`config.mk`:
```
export PLATFORM = sky130hd
export DESIGN_NAME = sargantana_icache_inval_ctrl_flat
export DESIGN_NICKNAME = d
export VERILOG_FILES = /design/src/rtl/sargantana_icache_inval_ctrl_pkg.sv /design/src/rtl/sargantana_icache_inval_ctrl_if.sv /design/src/rtl/sargantana_icache_inval_ctrl.sv /design/src/flat_wrapper.sv
export SDC_FILE = /design/constraint.sdc
export NUM_CORES = 1
export LEC_CHECK = 0
export BUFFER_PORTS_ARGS = -buffer_cell sky130_fd_sc_hd__buf_2
export CORE_UTILIZATION = 47
export CTS_CLUSTER_DIAMETER = 200
export DETAILED_ROUTE_END_ITERATION = 10
export HOLD_SLACK_MARGIN = 0.02
export PLACE_DENSITY = 0.78
export SETUP_SLACK_MARGIN = 0.02
export SLEW_MARGIN = 20
export SYNTH_ARGS = -nofsm -noshare
export SYNTH_HDL_FRONTEND = slang
export SYNTH_SLANG_ARGS = --single-unit
```
`constraint.sdc`:
```
create_clock -name clk_i -period 1.9 [get_ports clk_i]
set_input_delay 0.38 -clock clk_i [delete_from_list [all_inputs] [get_ports clk_i]]
set_output_delay 0.38 -clock clk_i [all_outputs]
set_load 0.005 [all_outputs]
```
`src/rtl/sargantana_icache_inval_ctrl_pkg.sv`:
```
// Shared icache definitions for the invalidation sequencer: state encoding and geometry defaults.
package sargantana_icache_inval_ctrl_pkg;

    typedef enum logic [1:0] {
        IDLE  = 2'd0,
        DRAIN = 2'd1,
        WALK  = 2'd2,
        DONE  = 2'd3
    } inval_state_t;

    localparam int ICACHE_N_WAY_DEF = 4;
    localparam int ICACHE_DEPTH_DEF = 64;
    localparam int ICACHE_IDX_W_DEF = $clog2(ICACHE_DEPTH_DEF);

endpackage

```
`src/rtl/sargantana_icache_inval_ctrl_if.sv`:
```
// Fill-side write request and valid-array write port, bundled as one interface.
interface sargantana_icache_inval_ctrl_if
    import sargantana_icache_inval_ctrl_pkg::*;
#(
    parameter int N_WAY = ICACHE_N_WAY_DEF,
    parameter int IDX_W = ICACHE_IDX_W_DEF
);
    logic             fill_we_i;
    logic [IDX_W-1:0] fill_idx_i;
    logic [N_WAY-1:0] fill_way_i;
    logic             vld_we_o;
    logic [IDX_W-1:0] vld_idx_o;
    logic [N_WAY-1:0] vld_way_mask_o;
    logic             vld_bit_o;

    // slave: the sequencer/arbiter; master: fill controller plus valid array
    modport slave (
        input  fill_we_i, fill_idx_i, fill_way_i,
        output vld_we_o, vld_idx_o, vld_way_mask_o, vld_bit_o
    );
    modport master (
        output fill_we_i, fill_idx_i, fill_way_i,
        input  vld_we_o, vld_idx_o, vld_way_mask_o, vld_bit_o
    );
endinterface

```
`src/rtl/sargantana_icache_inval_ctrl.sv`:
```
// Icache flush sequencer and valid-array write-port arbiter (fill pass-through vs. set walk).
// Optional: ICACHE_INVAL_ON_RESET_EN makes reset start a full invalidation walk.
module sargantana_icache_inval_ctrl
    import sargantana_icache_inval_ctrl_pkg::*;
#(
    parameter int ICACHE_N_WAY = ICACHE_N_WAY_DEF,
    parameter int ICACHE_DEPTH = ICACHE_DEPTH_DEF,
    parameter int IDX_W        = $clog2(ICACHE_DEPTH)
)(
    input  logic clk_i,
    input  logic rstn_i,
    input  logic flush_req_i,
    input  logic ifill_pending_i,
    sargantana_icache_inval_ctrl_if.slave vld_if,
    output logic busy_o,
    output logic core_block_o,
    output logic flush_done_o,
    output logic fill_drop_o
);

`ifdef ICACHE_INVAL_ON_RESET_EN
    localparam inval_state_t RST_STATE = WALK;
`else
    localparam inval_state_t RST_STATE = IDLE;
`endif

    inval_state_t            r_state, w_state_nxt;
    logic [IDX_W-1:0]        r_idx, w_idx_nxt;
    logic                    w_we, w_bit, w_done, w_drop;
    logic [IDX_W-1:0]        w_idx;
    logic [ICACHE_N_WAY-1:0] w_mask;

    always_ff @(posedge clk_i or negedge rstn_i) begin
        if (!rstn_i) begin
            r_state <= RST_STATE;
            r_idx   <= '0;
        end else begin
            r_state <= w_state_nxt;
            r_idx   <= w_idx_nxt;
        end
    end

    always_comb begin
        w_state_nxt = r_state;
        w_idx_nxt   = r_idx;
        w_we        = 1'b0;
        w_idx       = '0;
        w_mask      = '0;
        w_bit       = 1'b0;
        w_done      = 1'b0;
        w_drop      = 1'b0;

        // Outside a walk the fill controller owns the write port.
        if ((r_state == IDLE || r_state == DRAIN) && vld_if.fill_we_i) begin
            w_we   = 1'b1;
            w_idx  = vld_if.fill_idx_i;
            w_mask = vld_if.fill_way_i;
            w_bit  = 1'b1;
        end

        unique case (r_state)
            IDLE, DONE: begin
                w_done = (r_state == DONE);
                w_drop = (r_state == DONE) && vld_if.fill_we_i;
                if (flush_req_i) begin
                    if (ifill_pending_i) begin
                        w_state_nxt = DRAIN;
                    end else begin
                        w_state_nxt = WALK;
                        w_idx_nxt   = '0;
                    end
                end else begin
                    w_state_nxt = IDLE;
                end
            end
            DRAIN: begin
                if (!ifill_pending_i) begin
                    w_state_nxt = WALK;
                    w_idx_nxt   = '0;
                end
            end
            WALK: begin
                // Flush requests arriving here are absorbed: the walk covers every set anyway.
                w_we      = 1'b1;
                w_idx     = r_idx;
                w_mask    = '1;
                w_bit     = 1'b0;
                w_drop    = vld_if.fill_we_i;
                w_idx_nxt = r_idx + IDX_W'(1);
                if (r_idx == IDX_W'(ICACHE_DEPTH - 1)) begin
                    w_state_nxt = DONE;
                end
            end
            default: w_state_nxt = IDLE;
        endcase
    end

    assign vld_if.vld_we_o       = w_we;
    assign vld_if.vld_idx_o      = w_idx;
    assign vld_if.vld_way_mask_o = w_mask;
    assign vld_if.vld_bit_o      = w_bit;

    assign busy_o       = (r_state != IDLE);
    assign core_block_o = (r_state == WALK) || (r_state == DONE);
    assign flush_done_o = w_done;
    assign fill_drop_o  = w_drop;

endmodule

```
`src/flat_wrapper.sv`:
```
// flat-port wrapper written by rule: the top's interface ports become plain ports
module sargantana_icache_inval_ctrl_flat import sargantana_icache_inval_ctrl_pkg::*;
#(
    parameter int ICACHE_N_WAY = ICACHE_N_WAY_DEF,
    parameter int ICACHE_DEPTH = ICACHE_DEPTH_DEF,
    parameter int IDX_W        = $clog2(ICACHE_DEPTH)
)
  (clk_i, rstn_i, flush_req_i, ifill_pending_i, busy_o, core_block_o, flush_done_o, fill_drop_o, vld_if_fill_we_i, vld_if_fill_idx_i, vld_if_fill_way_i, vld_if_vld_we_o, vld_if_vld_idx_o, vld_if_vld_way_mask_o, vld_if_vld_bit_o);
  sargantana_icache_inval_ctrl_if #(.N_WAY((4)), .IDX_W(IDX_W)) vld_if_i ();
  input  logic clk_i;
  input  logic rstn_i;
  input  logic flush_req_i;
  input  logic ifill_pending_i;
  output logic busy_o;
  output logic core_block_o;
  output logic flush_done_o;
  output logic fill_drop_o;
  input wire logic [$bits(vld_if_i.fill_we_i)-1:0] vld_if_fill_we_i;
  input wire logic [$bits(vld_if_i.fill_idx_i)-1:0] vld_if_fill_idx_i;
  input wire logic [$bits(vld_if_i.fill_way_i)-1:0] vld_if_fill_way_i;
  output wire logic [$bits(vld_if_i.vld_we_o)-1:0] vld_if_vld_we_o;
  output wire logic [$bits(vld_if_i.vld_idx_o)-1:0] vld_if_vld_idx_o;
  output wire logic [$bits(vld_if_i.vld_way_mask_o)-1:0] vld_if_vld_way_mask_o;
  output wire logic [$bits(vld_if_i.vld_bit_o)-1:0] vld_if_vld_bit_o;
  assign vld_if_i.fill_we_i = vld_if_fill_we_i;
  assign vld_if_i.fill_idx_i = vld_if_fill_idx_i;
  assign vld_if_i.fill_way_i = vld_if_fill_way_i;
  assign vld_if_vld_we_o = vld_if_i.vld_we_o;
  assign vld_if_vld_idx_o = vld_if_i.vld_idx_o;
  assign vld_if_vld_way_mask_o = vld_if_i.vld_way_mask_o;
  assign vld_if_vld_bit_o = vld_if_i.vld_bit_o;
  sargantana_icache_inval_ctrl #(.ICACHE_N_WAY(ICACHE_N_WAY), .ICACHE_DEPTH(ICACHE_DEPTH), .IDX_W(IDX_W)) u_core (.clk_i(clk_i), .rstn_i(rstn_i), .flush_req_i(flush_req_i), .ifill_pending_i(ifill_pending_i), .vld_if(vld_if_i), .busy_o(busy_o), .core_block_o(core_block_o), .flush_done_o(flush_done_o), .fill_drop_o(fill_drop_o));
endmodule
```
==> qor.txt, run 1 <==
Synthesized area = 771 sq um
Core area = 0.00152 sq mm
P_leak = 0.524 nW
Remaining DRCs = 0
Levels on crit path = 6
CTS Buf Count = 3
Vias in the first global route = 784
Pre-CTS setup slack = 65.3 ps
Critical path's slowest cell = dfrtp_1
Post-Route Skew = 3.02 ps
Yosys top cell by area = dfrtp_1
ANT nets after route = 0
DR iter-0 viols = 11
Number of port buffers = 30
Min cycle time layout = 1870 ps
CP max stage delay = 410 ps
Clock-pin slew on the worst setup and hold paths = 60 ps
Total GRT Usage = 25.6%
DIE HEIGHT = 42.5 um
Critical path arrival = 1490 ps
Crit path capture type = primary output
Crit. Startpoint = u_core.r_state[0]$_DFFE_PN0P_
Worst-Margin Slew = 310 ps
Maximum clock path buffer count = 2
Core Util, Final = 68.6%
Fin worst setup slack = 31.1 ps
Critical path peak fanout = 7
CP Buf/Inv Count = 2
Share of the synthesized area in the top cell type = 26.0%
R2r worst-path depth = 6
FF+latch area = 200 sq um
Critical path's top delay family = flip-flops
Die X = 42.5 um
Reg2Reg Launch Point = u_core.r_state[1]$_DFFE_PN0P_
Worst skew pair latency = 260 ps
Synth top area cells = dfrtp_1 26%, a22o_1 10%, ha_1 9.7%
Vias after detailed routing = 786
Largest net degree at the start of global routing = 13
Final nets = 146
Area after DPL = 948 sq um
Number of antenna violations at the first check in global routing = 0
Post-synthesis sequential area ratio = 26.0%
Initial Utilization = 50.6%
Die area = 0.00181 sq mm
CP startpoint kind = flip-flop
Total negative setup slack = 0 ps
Footprint of the multi-input gates = 548 sq um
Share of cells above drive strength 1 = 43.9%
Max rail drop VDD = 0.835 mV
Via density = 5.65
Max Cap Viol = 0
Layout fillers = 135
Run status = complete, no violations
First-pass GRT wire length = 3530 um
Number of synthesized flops with an enable pin = 0
Synth Instances = 88
H-tree depth = 1
Ys async rst share = 100%
Pre-Repair DR Iteration Count = 4
Final Cycle Share = 98.4%
Commonest non-fill, non-tap cells in the layout = 30 x buf_2, 10 x nor2_1, 9 x a22o_1
Fmax = 0.535 GHz
WS Path Type = flip-flop to primary output
Most common cell after layout, fill and taps aside = buf_2
Ys flop type = dfrtp_1
Syn Nets = 109
Worst Path Required = 1520 ps
Pwr/cell area = 1510 mW/mm^2
Final hold violations = 0
Antenna Cells = 0
IO Count = 31
Clock root cell = clkbuf_4
Cell Chain, Critical Path = inv_2, ha_4, o21ai_4, nor2_4, a22o_1, buf_2
Core Rows = 14
Post-DR wirelength/cell = 14.4 um
Overflow after GRT = 0
Detailed Place HPWL = 1490 um
Max Slew Vio Count = 0
WL final = 2010 um
Hold Slack = 490 ps
Avg Inst Size Synth = 8.76 sq um
Synth Register Bits = 8
CTS tree = built
Unrepaired setup endpoints after global routing = true
Finish-stage setup viols = 0
Yosys warnings = 0
Area delta synth->final = 35.6%
Relative slew slack = 79.3%
Design area = 0.00104 sq mm
Hold Path Class = input pin to async pin
Unique masters post-synth = 33
Reg-to-reg slack, setup = 180 ps
RD Place Congestion = 0.820
Sink Count = 8
==> worst register-to-register path: cells and delay by family, from the launching register on <==
family | cells | cell delay, ps
muxes | 1 | 360
adders and majority gates | 1 | 180
DFF | 1 | 390
AOI/OAI and AO/OA | 2 | 360
buffers and inverters | 2 | 310
==> through the flow <==
stage,power [mW],std cells
floorplan,0.922,88
global placement,1.25,135
detailed placement,1.28,135
CTS,1.55,139
global route,1.72,139
finish,1.58,139
==> metal layers <==
metal  track usage [%]  up-vias  wire length, um
met5                 0        -                0
met4              6.88        0               21
met3              6.90        5               72
met2              44.0       16             1050
met1              31.1      372              868
li1                  -      393                -
==> area by class of cell <==
| cell class | count | share of cell area (%) |
|---|---|---|
| Multi-Input combinational cell | 66 | 52.5 |
| Timing Repair Buffer | 39 | 21.8 |
| Sequential cell | 8 | 19.2 |
| Inverter | 7 | 2.51 |
| Clock buffer | 3 | 2.16 |
| Tap cell | 16 | 1.92 |
==> logic make-up after synthesis <==
family,count (synthesis),share of synthesized area [%]
muxes,4,5.36
DFF,8,26.0
and+or+nand+nor,29,21.1
adders and majority gates,6,9.74
AOI/OAI and AO/OA,27,27.6
buffers and inverters,14,10.2
==> power breakdown <==
group	internal, mW	switching (mW)	total [mW]
Combinational	0.578	0.565	1.14
Sequential	0.222	0.0747	0.296
Clock	0.0731	0.0694	0.142
==> Yosys cell counts, types with 2 or more instances <==
library cell  number
o21ai_0            5
and3_4             2
buf_2              3
nor2b_1            3
ha_1               6
mux2i_1            3
dfrtp_1            8
a22o_1             9
nand2_1            4
buf_6              2
o2111ai_1          2
buf_4              2
nor3b_1            2
nor2_1            11
inv_1              7
a31oi_1            2
==> timing repair <==
item                       CTS  global route
setup buffers                1             0
hold endpoints to repair     8             0
setup endpoints to repair   13            12
resized for setup           14             3
hold buffers                 1             0
pin swaps                    1             2
==> flip-flops by register name (all words and copies together), names as in the netlist <==
register	flops
u_core.r_state	2
u_core.r_idx	6
==> path summary, 6_finish.rpt <==
check                                                 to
setup / recovery                     vld_if_vld_idx_o[1]
hold / removal             u_core.r_state[1]$_DFFE_PN0P_
setup reg to reg           u_core.r_state[0]$_DFFE_PN0P_
hold reg to reg              u_core.r_idx[1]$_DFFE_PN0P_
max in group asynchronous    u_core.r_idx[1]$_DFFE_PN0P_
min in group clk_i         u_core.r_state[1]$_DFFE_PN0P_
Note: power is estimated with default switching activity, not from simulation.
==> inputs of run 2 (changes only) <==
CORE_UTILIZATION = 42   (was 47)
PLACE_DENSITY = 0.74   (was 0.78)
TNS_END_PERCENT = 20   (was default)
clock period = 1.6 ns   (was 1.9 ns; I/O delays follow)
==> run 2 against run 1 <==
Net effect: the run now ends with negative setup slack left; first-iteration DRC count rose to 2.9 times the previous value; clock power up 9.9%; core utilization up 3.2 points; worst hold slack worse by 51 ps; final cell count up 16%; die area up 11%; power up 49%; clock skew up 2.2 ps; sequential share of layout area down 2.9 points.
==> qor.txt, run 2 (synthesis results as in run 1) <==
Core area = 0.00173 sq mm
Crit. Startpoint = u_core.r_state[1]$_DFFE_PN0P_
Post-DR wirelength/cell = 14.2 um
Detailed Place HPWL = 1560 um
Overflow after GRT = 0
WS Path Type = flip-flop to primary output
Worst skew pair latency = 260 ps
Relative slew slack = 79.8%
WL final = 2290 um
Run status = finished with violations
Max reg flops = 6
First-pass GRT wire length = 3640 um
Clock-pin slew on the worst setup and hold paths = 60 ps
Design area = 0.00124 sq mm
Critical path's top delay family = buffers and inverters
Via density = 5.43
Most common cell after layout, fill and taps aside = buf_2
Final Cycle Share = 114%
Total negative setup slack = -2720 ps
Die X = 44.8 um
Core Rows = 15
DIE HEIGHT = 44.8 um
Number of antenna violations at the first check in global routing = 0
Finish-stage setup viols = 16
Min cycle time layout = 1820 ps
CP max stage delay = 390 ps
Total GRT Usage = 25.0%
Worst-Margin Slew = 303 ps
Register with the most flip-flops = u_core.r_idx
Critical path's slowest cell = dfrtp_1
Reg-to-reg slack, setup = -90 ps
Share of cells above drive strength 1 = 55.1%
Power, Total = 2.36 mW
Fmax = 0.550 GHz
Sink Count = 8
Cell Chain, Critical Path = buf_4, ha_4, buf_8, a22o_1, buf_2
R2r worst-path depth = 6
ANT nets after route = 0
Number of port buffers = 30
Pre-Repair DR Iteration Count = 4
Commonest non-fill, non-tap cells in the layout = 29 x buf_2, 16 x buf_4, 10 x nor2_1
Maximum clock path buffer count = 2
CTS Buf Count = 3
RD Place Congestion = 0.873
Reg2reg end = u_core.r_state[0]$_DFFE_PN0P_
Fin worst setup slack = -218 ps
Pwr/cell area = 1910 mW/mm^2
Area delta synth->final = 60.7%
Final nets = 159
DR iter-0 viols = 32
Crit path capture type = primary output
Critical path arrival = 1500 ps
Vias in the first global route = 820
Hold Path Class = input pin to async pin
Initial Utilization = 44.6%
CTS tree = built
Critical path peak fanout = 7
Vias after detailed routing = 874
CP startpoint kind = flip-flop
Max rail drop VDD = 1.01 mV
H-tree depth = 1
IO Count = 31
Post-Route Skew = 5.22 ps
Area after DPL = 0.00102 sq mm
Final hold violations = 0
Max Cap Viol = 0
Largest regs = u_core.r_idx (6), u_core.r_state (2)
Largest net degree at the start of global routing = 13
Clock root cell = clkbuf_4
P_leak = 0.606 nW
Worst Path Required = 1280 ps
Unrepaired setup endpoints after global routing = true
Max Slew Vio Count = 0
Failing checks = negative setup slack
Reg2Reg Launch Point = u_core.r_state[1]$_DFFE_PN0P_
Die area = 0.00201 sq mm
Antenna Cells = 0
Remaining DRCs = 0
CP Buf/Inv Count = 3
==> run 2: timing repair <==
item	in CTS	in global routing
pin swaps	13	6
setup buffers	6	0
gates cloned	0	1
hold endpoints to repair	8	0
setup endpoints to repair	19	21
hold buffers	1	0
resized for setup	18	14
==> run 2: area by class of cell <==
cell class	instances	area (sq um)
multi-input combinational	66	594
timing repair buffer	52	360
tap	25	31.3
inverter	7	28.8
clock buffer	3	22.5
fill	142	488
sequential	8	201
==> run 2: routing by layer <==
| metal | up-vias | share of wire (%) | GRT usage (%) |
|---|---|---|---|
| met5 | - | 0 | 0 |
| met2 | 36 | 49 | 40.9 |
| met1 | 413 | 44 | 31.8 |
| met4 | 0 | 2.4 | 8.48 |
| met3 | 4 | 4.7 | 6.80 |
| li1 | 421 | - | - |
==> run 2: worst max path at each step <==
| stage | to | cells past startpoint | slack [ps] |
|---|---|---|---|
| 2_1_floorplan | vld_if_vld_idx_o[1] | 6 | 30 |
| 4_1_cts | vld_if_vld_idx_o[4] | 5 | -210 |
| 3_5_place_dp | vld_if_vld_way_mask_o[3] | 6 | -120 |
| 5_1_grt | vld_if_vld_idx_o[4] | 5 | -280 |
| 6_report | vld_if_vld_idx_o[4] | 5 | -220 |
| 3_3_place_gp | vld_if_vld_way_mask_o[2] | 6 | -70 |
==> run 2: per-stage QoR <==
stage,utilization (%),cells,worst slack [ps],hold WS (ps)
after global routing,71.7,161,-279,454
after CTS,67.5,160,-209,431
final,71.7,161,-218,439
after floorplan,-,88,32.5,24.4
after global placement,58.9,151,-71.5,172
after detailed placement,58.9,151,-116,177
==> run 2: where the power goes <==
part | total [mW] | switching [mW] | leakage, nW | internal, mW
combinational | 1.87 | 0.856 | 0.490 | 1.02
clock | 0.156 | 0.0704 | 0.0138 | 0.0860
sequential | 0.331 | 0.0650 | 0.102 | 0.266
total | 2.36 | 0.992 | 0.606 | 1.37
